`src/rtl/mod3_word_scheduler.sv`:
```
// Round-robin front end that feeds W-bit words, MSB first, through one shared
// bit-serial mod-3 residue engine and returns the residue per requester.
module mod3_word_scheduler #(
  parameter int W = 8,
  parameter int NREQ = 2,
  localparam int IDW = $clog2(NREQ)
) (
  input  logic              clk,
  input  logic              rst_n,
  input  logic [NREQ-1:0]   req_valid,
  input  logic [NREQ*W-1:0] req_data,
  output logic [NREQ-1:0]   req_ready,
  output logic              ser_valid,
  output logic              ser_data,
  output logic              rsp_valid,
  output logic [IDW-1:0]    rsp_id,
  output logic [1:0]        rsp_residue,
  output logic              rsp_div3,
  input  logic              rsp_ready,
  output logic [1:0]        dbg_state
);

  // Handshakes: a transfer happens on a rising edge where valid and ready are
  // both 1; valid may drop without a transfer, ready never waits on a transfer.

  localparam int CW = $clog2(W);

  typedef enum logic [1:0] {
    S_IDLE  = 2'd0,
    S_SHIFT = 2'd1,
    S_RESP  = 2'd2
  } state_e;

  state_e         state_q;
  logic [W-1:0]   shift_q;
  logic [CW-1:0]  cnt_q;
  logic [1:0]     residue_q;
  logic [IDW-1:0] id_q;
  logic [IDW-1:0] rr_q;
  logic [IDW-1:0] rsp_id_q;
  logic [1:0]     rsp_residue_q;
  logic           rsp_div3_q;

  logic           gnt_found;
  logic [IDW-1:0] gnt_idx;
  logic [IDW-1:0] cand;
  logic           take;
  logic [1:0]     residue_d;

  // Encoding 3 cannot occur; it falls into the default arm and acts as 0.
  function automatic logic [1:0] res_step(input logic [1:0] r, input logic b);
    case (r)
      2'd1:    res_step = b ? 2'd0 : 2'd2;
      2'd2:    res_step = b ? 2'd2 : 2'd1;
      default: res_step = b ? 2'd1 : 2'd0;
    endcase
  endfunction

  always_comb begin
    gnt_found = 1'b0;
    gnt_idx   = '0;
    cand      = '0;
    for (int i = 0; i < NREQ; i++) begin
      cand = IDW'((int'(rr_q) + i) % NREQ);
      if (!gnt_found && req_valid[cand]) begin
        gnt_found = 1'b1;
        gnt_idx   = cand;
      end
    end
  end

  always_comb begin
    req_ready = '0;
    if (rst_n && state_q == S_IDLE && gnt_found) req_ready[gnt_idx] = 1'b1;
  end

  assign take      = (state_q == S_IDLE) && gnt_found;
  assign residue_d = res_step(residue_q, shift_q[W-1]);

  always_ff @(posedge clk or negedge rst_n) begin
    if (!rst_n) begin
      state_q       <= S_IDLE;
      shift_q       <= '0;
      cnt_q         <= '0;
      residue_q     <= 2'd0;
      id_q          <= '0;
      rr_q          <= '0;
      rsp_id_q      <= '0;
      rsp_residue_q <= 2'd0;
      rsp_div3_q    <= 1'b0;
    end else begin
      case (state_q)
        S_IDLE: begin
          if (take) begin
            shift_q   <= req_data[int'(gnt_idx)*W +: W];
            id_q      <= gnt_idx;
            residue_q <= 2'd0;
            cnt_q     <= '0;
            rr_q      <= (gnt_idx == IDW'(NREQ-1)) ? '0 : gnt_idx + 1'b1;
            state_q   <= S_SHIFT;
          end
        end
        S_SHIFT: begin
          residue_q <= residue_d;
          shift_q   <= {shift_q[W-2:0], 1'b0};
          cnt_q     <= cnt_q + 1'b1;
          if (cnt_q == CW'(W-1)) begin
            rsp_id_q      <= id_q;
            rsp_residue_q <= residue_d;
            rsp_div3_q    <= (residue_d == 2'd0);
            state_q       <= S_RESP;
          end
        end
        S_RESP: begin
          if (rsp_ready) state_q <= S_IDLE;
        end
        default: state_q <= S_IDLE;
      endcase
    end
  end

  assign ser_valid   = (state_q == S_SHIFT);
  assign ser_data    = shift_q[W-1];
  assign rsp_valid   = (state_q == S_RESP);
  assign rsp_id      = rsp_id_q;
  assign rsp_residue = rsp_residue_q;
  assign rsp_div3    = rsp_div3_q;
  assign dbg_state   = state_q;

endmodule
```
`config.mk`:
```
export PLATFORM = sky130hd
export DESIGN_NAME = mod3_word_scheduler
export DESIGN_NICKNAME = d
export VERILOG_FILES = /design/src/rtl/mod3_word_scheduler.sv
export SDC_FILE = /design/constraint.sdc
export NUM_CORES = 1
export LEC_CHECK = 0
export BUFFER_PORTS_ARGS = -buffer_cell sky130_fd_sc_hd__buf_2
export CORE_AREA = 2 2 48 59
export CTS_BUF_LIST = sky130_fd_sc_hd__clkbuf_4 sky130_fd_sc_hd__clkbuf_8
export CTS_CLUSTER_SIZE = 14
export DETAILED_ROUTE_END_ITERATION = 10
export DIE_AREA = 0 0 50 61
export PLACE_DENSITY = 0.8
export SYNTH_ARGS = -nofsm -noshare
export SYNTH_HDL_FRONTEND = slang
export SYNTH_SLANG_ARGS = --single-unit
```
`constraint.sdc`:
```
create_clock -name clk -period 2.9 [get_ports clk]
set_input_delay 0.29 -clock clk [delete_from_list [all_inputs] [get_ports clk]]
set_output_delay 0.29 -clock clk [all_outputs]
set_load 0.02 [all_outputs]
```
-- Word level (Yosys, flattened, before mapping)
Index checks and enable logic that the tools add are counted.
- add/subtract/negate cells: 3
- multiply operators: 0
- div/mod/pow operators: 0
- magnitude comparators: 4
- eq/ne operators: 8
- shifts and indexed selects: 1
- multiplexer cells: 26
- bitwise gates (word level): 0
- reduce and logical (&&, ||, !) cells: 13
- operator list (kind ; count):
    $pmux W8 S2 ; 1
    $shiftx A16 B5 Y8 ; 1
    $mux W2 ; 7
    $mux W1 ; 11
    $mux W8 ; 1
    $pmux W2 S2 ; 2
    $lt A1 B2 Y1 const B ; 3
    $pmux W2 S3 ; 1
    $pmux W3 S2 ; 1
    $reduce_and A2 Y1 ; 3
    $logic_and A1 B1 Y1 ; 5
    $eq A2 B1 Y1 const B ; 2
    $eq A2 B2 Y1 const B ; 2
    $logic_not A2 Y1 ; 2
    $ne A2 B1 Y1 const B ; 2
    $add A3 B1 Y3 const B ; 1
    $eq A3 B3 Y1 const B ; 1
    $mux W3 ; 1
    $reduce_and A3 Y1 ; 1
    $add A1 B1 Y1 const B ; 2
    $ne A2 B2 Y1 const B ; 1
    $reduce_bool A2 Y1 ; 1
    $demux W1 S1 ; 1
    $ge A1 B1 Y1 const B ; 1
    $logic_not A1 Y1 ; 1
- bits in registers: 21
- latch bits: 0
- memory bits (writable): 0
- bits in read-only memories: 0
- bits of input ports: 21
- output and inout port bits: 11
- logic and storage cells: 64
- memories kept: 0

-- Depth between registers and ports, before layout
- depth after elaboration: 11
- depth in mapped cells: 6
- depth with buffers taken out: 6

-- Worst setup path after synthesis
Ideal clock, no wire load.
- path kind: register to output
- from: register state_q[0], in the netlist dbg_state[0]
- to: output port req_ready[1]
- arrival: 1122 ps
- data required time: 2610 ps
- path slack: 1488 ps
- stages on the path, launching flop included: 5
- buffers on the path: 0
- path through: dfrtp_1 nor2_1 o21a_1 nand2_1 nor2_1
- cells in the longest elaborated chain, start to end: 4
- ends and longest elaborated chain (what ; line ; RTL):
    start, declared ; 34 ; state_e state_q;
    start signal, assigned ; 82 ; state_q <= S_IDLE;
    start signal, assigned ; 100 ; state_q <= S_SHIFT;
    start signal, assigned ; 111 ; state_q <= S_RESP;
    $logic_not A2 Y1 ; 74 ; if (rst_n && state_q == S_IDLE && gnt_found) req_ready[gnt_idx] = 1'b1;
    $logic_and A1 B1 Y1 (2 in series) ; 74 ;
    $mux W2 ; 74 ;
    end, declared ; 12 ; output logic [NREQ-1:0] req_ready,
Every way passes these cells.

-- Worst setup path after layout
- from: register rr_q
- to: output port req_ready[0]
- cells in the longest elaborated chain, start to end: 11
- ends and longest elaborated chain (what ; line ; RTL):
    start, declared ; 39 ; logic [IDW-1:0] rr_q;
    start signal, assigned ; 99 ; rr_q <= (gnt_idx == IDW'(NREQ-1)) ? '0 : gnt_idx + 1'b1;
    $mux W1 (implied by the code) (2 in series) ; 65 ; if (!gnt_found && req_valid[cand]) begin
    $mux W1 ; 65 ;
    $logic_not A1 Y1 ; 65 ;
    $logic_and A1 B1 Y1 ; 65 ;
    $mux W1 ; 65 ;
    $lt A1 B2 Y1 (implied by the code) / $ge A1 B1 Y1 (equally long branches) ; 74 ;
    $logic_and A1 B1 Y1 (implied by the code) ; 74 ;
    $mux W1 (implied by the code) ; 74 ;
    $demux W1 S1 ; 74 ;
    $mux W2 (*) ; 74 ;
Every way passes the cells marked *; elsewhere a longest branch is shown, timed or not. The select of a mux whose other input is x is not followed.

==> run metrics <==
status=complete, no violations; Reg clk slew, reported paths=0.11 ns; CTS tree=built; crit share post-route=0.670; crit path capture type=primary output; WL/cell=11.8 microns; r2r setup slk=1.25 ns; Max stage delay cell, worst path=o21ai_2; Reg2Reg Depth=4; fmax=515 MHz; R2R Path Start=dbg_state[1]$_DFFE_PN0P_; cts bufs inserted=3; Reg2Reg Capture Point=rsp_id$_DFFE_PN0P_; TritonRoute pass-1 iters=3; Max Cap Viol=0; Final #Nets=166; drt total wl=2.04 mm; Worst Path Required=2.61 ns; final hold violations=0; Hold Path Stages=3; 1st-iter DRT viols=8; ANT cells=0; Min-Delay Path Class=input pin to flop; H-tree depth=1; FILL cells=237; WP depth=3; Synth async-reset ratio=1.00; CP arrival=1.65 ns; die footprint=3050 sq um; Vias/cell=5.02; Yosys cell types=27; initial core utilization=0.430; Post-DRT Antenna Nets=0; Post-CTS Repair Setup Buffers=0; Syn Inst Count=108; largest net degree at the start of global routing=24; Crit Path Class=flop to primary output; Core Area=2480 sq um; minimum clock period after layout=1.94 ns; post-synth net total=133; RePlAce Congestion=0.760; Max Clock Skew=0.00565 ns; CP peak stage delay=0.53 ns; Cell Pwr Density=964 nW/um^2; Max Slew Vio Count=0; CP bufs+invs=1; Post-synth EDFFs=0; Leak=0.656 nW; register area share after synthesis=0.494; I/O pin cnt=32; critical path cell sequence=o21ai_2 > and3_1 > buf_2; cts repair resizes=0; first-pass GRT wire length=3.50 mm; Mapped Area=1060 sq um; ratio of cells with drive above 1 in the final layout=0.293; Via Count=868; ys flop type=dfrtp_1; top cell family by delay on the critical path=compound AO/OA/AOI/OAI gates; GRT Util Overall=0.154; Yosys reg bits=21; Area Growth Syn to Fin=19.7%; RSZ-0062 raised after global routing=no; Post-Syn Area per Cell=9.86 sq um; Residual DRC=0; Slew headroom=0.495; root buffer cell=clkbuf_4; slew of the pin with the lowest slew margin=0.758 ns; DP Wirelength=1.58 mm; Critical path origin=rr_q$_DFFE_PN0P_; CTS sink count=21; initial antenna violation count=0; CP endpoint=req_ready[0]; deepest clock path buffer count=2; worst skew pair latency=0.30 ns; vias in the first global route=842; Die X=50 microns; die height=61 microns; total grt overflow=0; CP Launch Type=flop; Max VDD drop=0.000447 V; TNS Setup=0 ns; std cell rows=20; final setup violation count=0; CP max FO=11; synth warn=0; Min Hold Slack=0.231 ns; Tot Pwr=1.23 mW; Port Buf Inserts=31
worst min path at each step:
stage	start	end	slack, ns
floorplan	rst_n	cnt_q[0]$_DFFE_PN0P_	-0.006
global placement	rst_n	rsp_residue[1]$_DFFE_PN0P_	0.27
detailed placement	rst_n	rsp_id$_DFFE_PN0P_	0.28
CTS	rsp_ready	dbg_state[1]$_DFFE_PN0P_	0.22
global route	rsp_ready	dbg_state[1]$_DFFE_PN0P_	0.23
finish	rsp_ready	dbg_state[1]$_DFFE_PN0P_	0.23
placed cells by master (no fill, tap or decap), drive strengths merged:
| cell | instances |
|---|---|
| nand2 | 17 |
| o221ai | 2 |
| dfrtp | 21 |
| nor3 | 1 |
| clkbuf | 4 |
| a22oi | 1 |
| mux2 | 1 |
| o21ai | 12 |
| ha | 4 |
| inv | 6 |
| nor2 | 5 |
| o211ai | 5 |
| a21oi | 3 |
| a21o | 1 |
| nand3 | 10 |
| nor2b | 2 |
| dlygate4sd3 | 1 |
| buf | 32 |
| nand2b | 2 |
| o21a | 1 |
| mux2i | 8 |
| and3 | 1 |
layout make-up:
cell class | instances | area (sq um) | area share
clock buffers | 4 | 30.0 | 0.0236
repair buffers | 33 | 173 | 0.135
well taps | 33 | 41.3 | 0.0324
multi-input cells | 76 | 478 | 0.375
inverters | 6 | 27.5 | 0.0216
flip-flops and latches | 21 | 526 | 0.412
cell usage after synthesis (2+ instances only):
cell type | number | share of area
a21oi_1 | 3 | 0.014
buf_2 | 3 | 0.014
dfrtp_1 | 21 | 0.49
ha_1 | 4 | 0.047
inv_1 | 4 | 0.014
mux2i_1 | 8 | 0.075
nand2_1 | 16 | 0.056
nand2b_1 | 2 | 0.012
nand3_1 | 10 | 0.047
nor2_1 | 5 | 0.018
nor2b_1 | 2 | 0.012
o211ai_1 | 5 | 0.035
o21ai_0 | 10 | 0.047
o221ai_1 | 2 | 0.016
stage by stage:
step,setup WS [ns],instances,area [sq um],util
after global routing,0.805,173,1270,0.515
after global placement,1.26,168,1230,0.498
final,0.957,173,1270,0.515
after floorplan,1.49,108,1060,-
after CTS,0.927,173,1270,0.515
after detailed placement,1.23,168,1230,0.498
registers in the layout (all words and copies together) (netlist names):
name         cells
shift_q          8
cnt_q            3
dbg_state        2
residue_q        2
rsp_residue      2
id_q             1
rr_q             1
rsp_div3         1
rsp_id           1
cell families after synthesis:
logic type / after synthesis / synth area share
AOI/OAI and AO/OA: 25 / 0.147
adders and majority gates: 4 / 0.0470
buffers and inverters: 11 / 0.0576
DFF: 21 / 0.494
muxes: 9 / 0.0893
and+or+nand+nor: 38 / 0.166
metal layers:
layer | global-route usage | wire length (microns)
met4 | 0.0833 | 37
met1 | 0.188 | 912
met2 | 0.265 | 996
met3 | 0.0222 | 95
met5 | 0 | 0
power breakdown:
| part | internal [mW] | switching, mW |
|---|---|---|
| registers | 0.424 | 0.0852 |
| clock network | 0.0631 | 0.0840 |
| logic | 0.219 | 0.353 |
| total | 0.706 | 0.523 |
tightest hold or removal path: cells and delay by family:
kind | cells | cell delay, ns
buffers and inverters | 1 | 0.07
AND/OR/NAND/NOR | 2 | 0.14
timing repair:
action	CTS	global route
hold buffers	1	0
setup endpoints to repair	0	0
hold endpoints to repair	21	0
No activity file was read; power rests on OpenSTA's default activity.
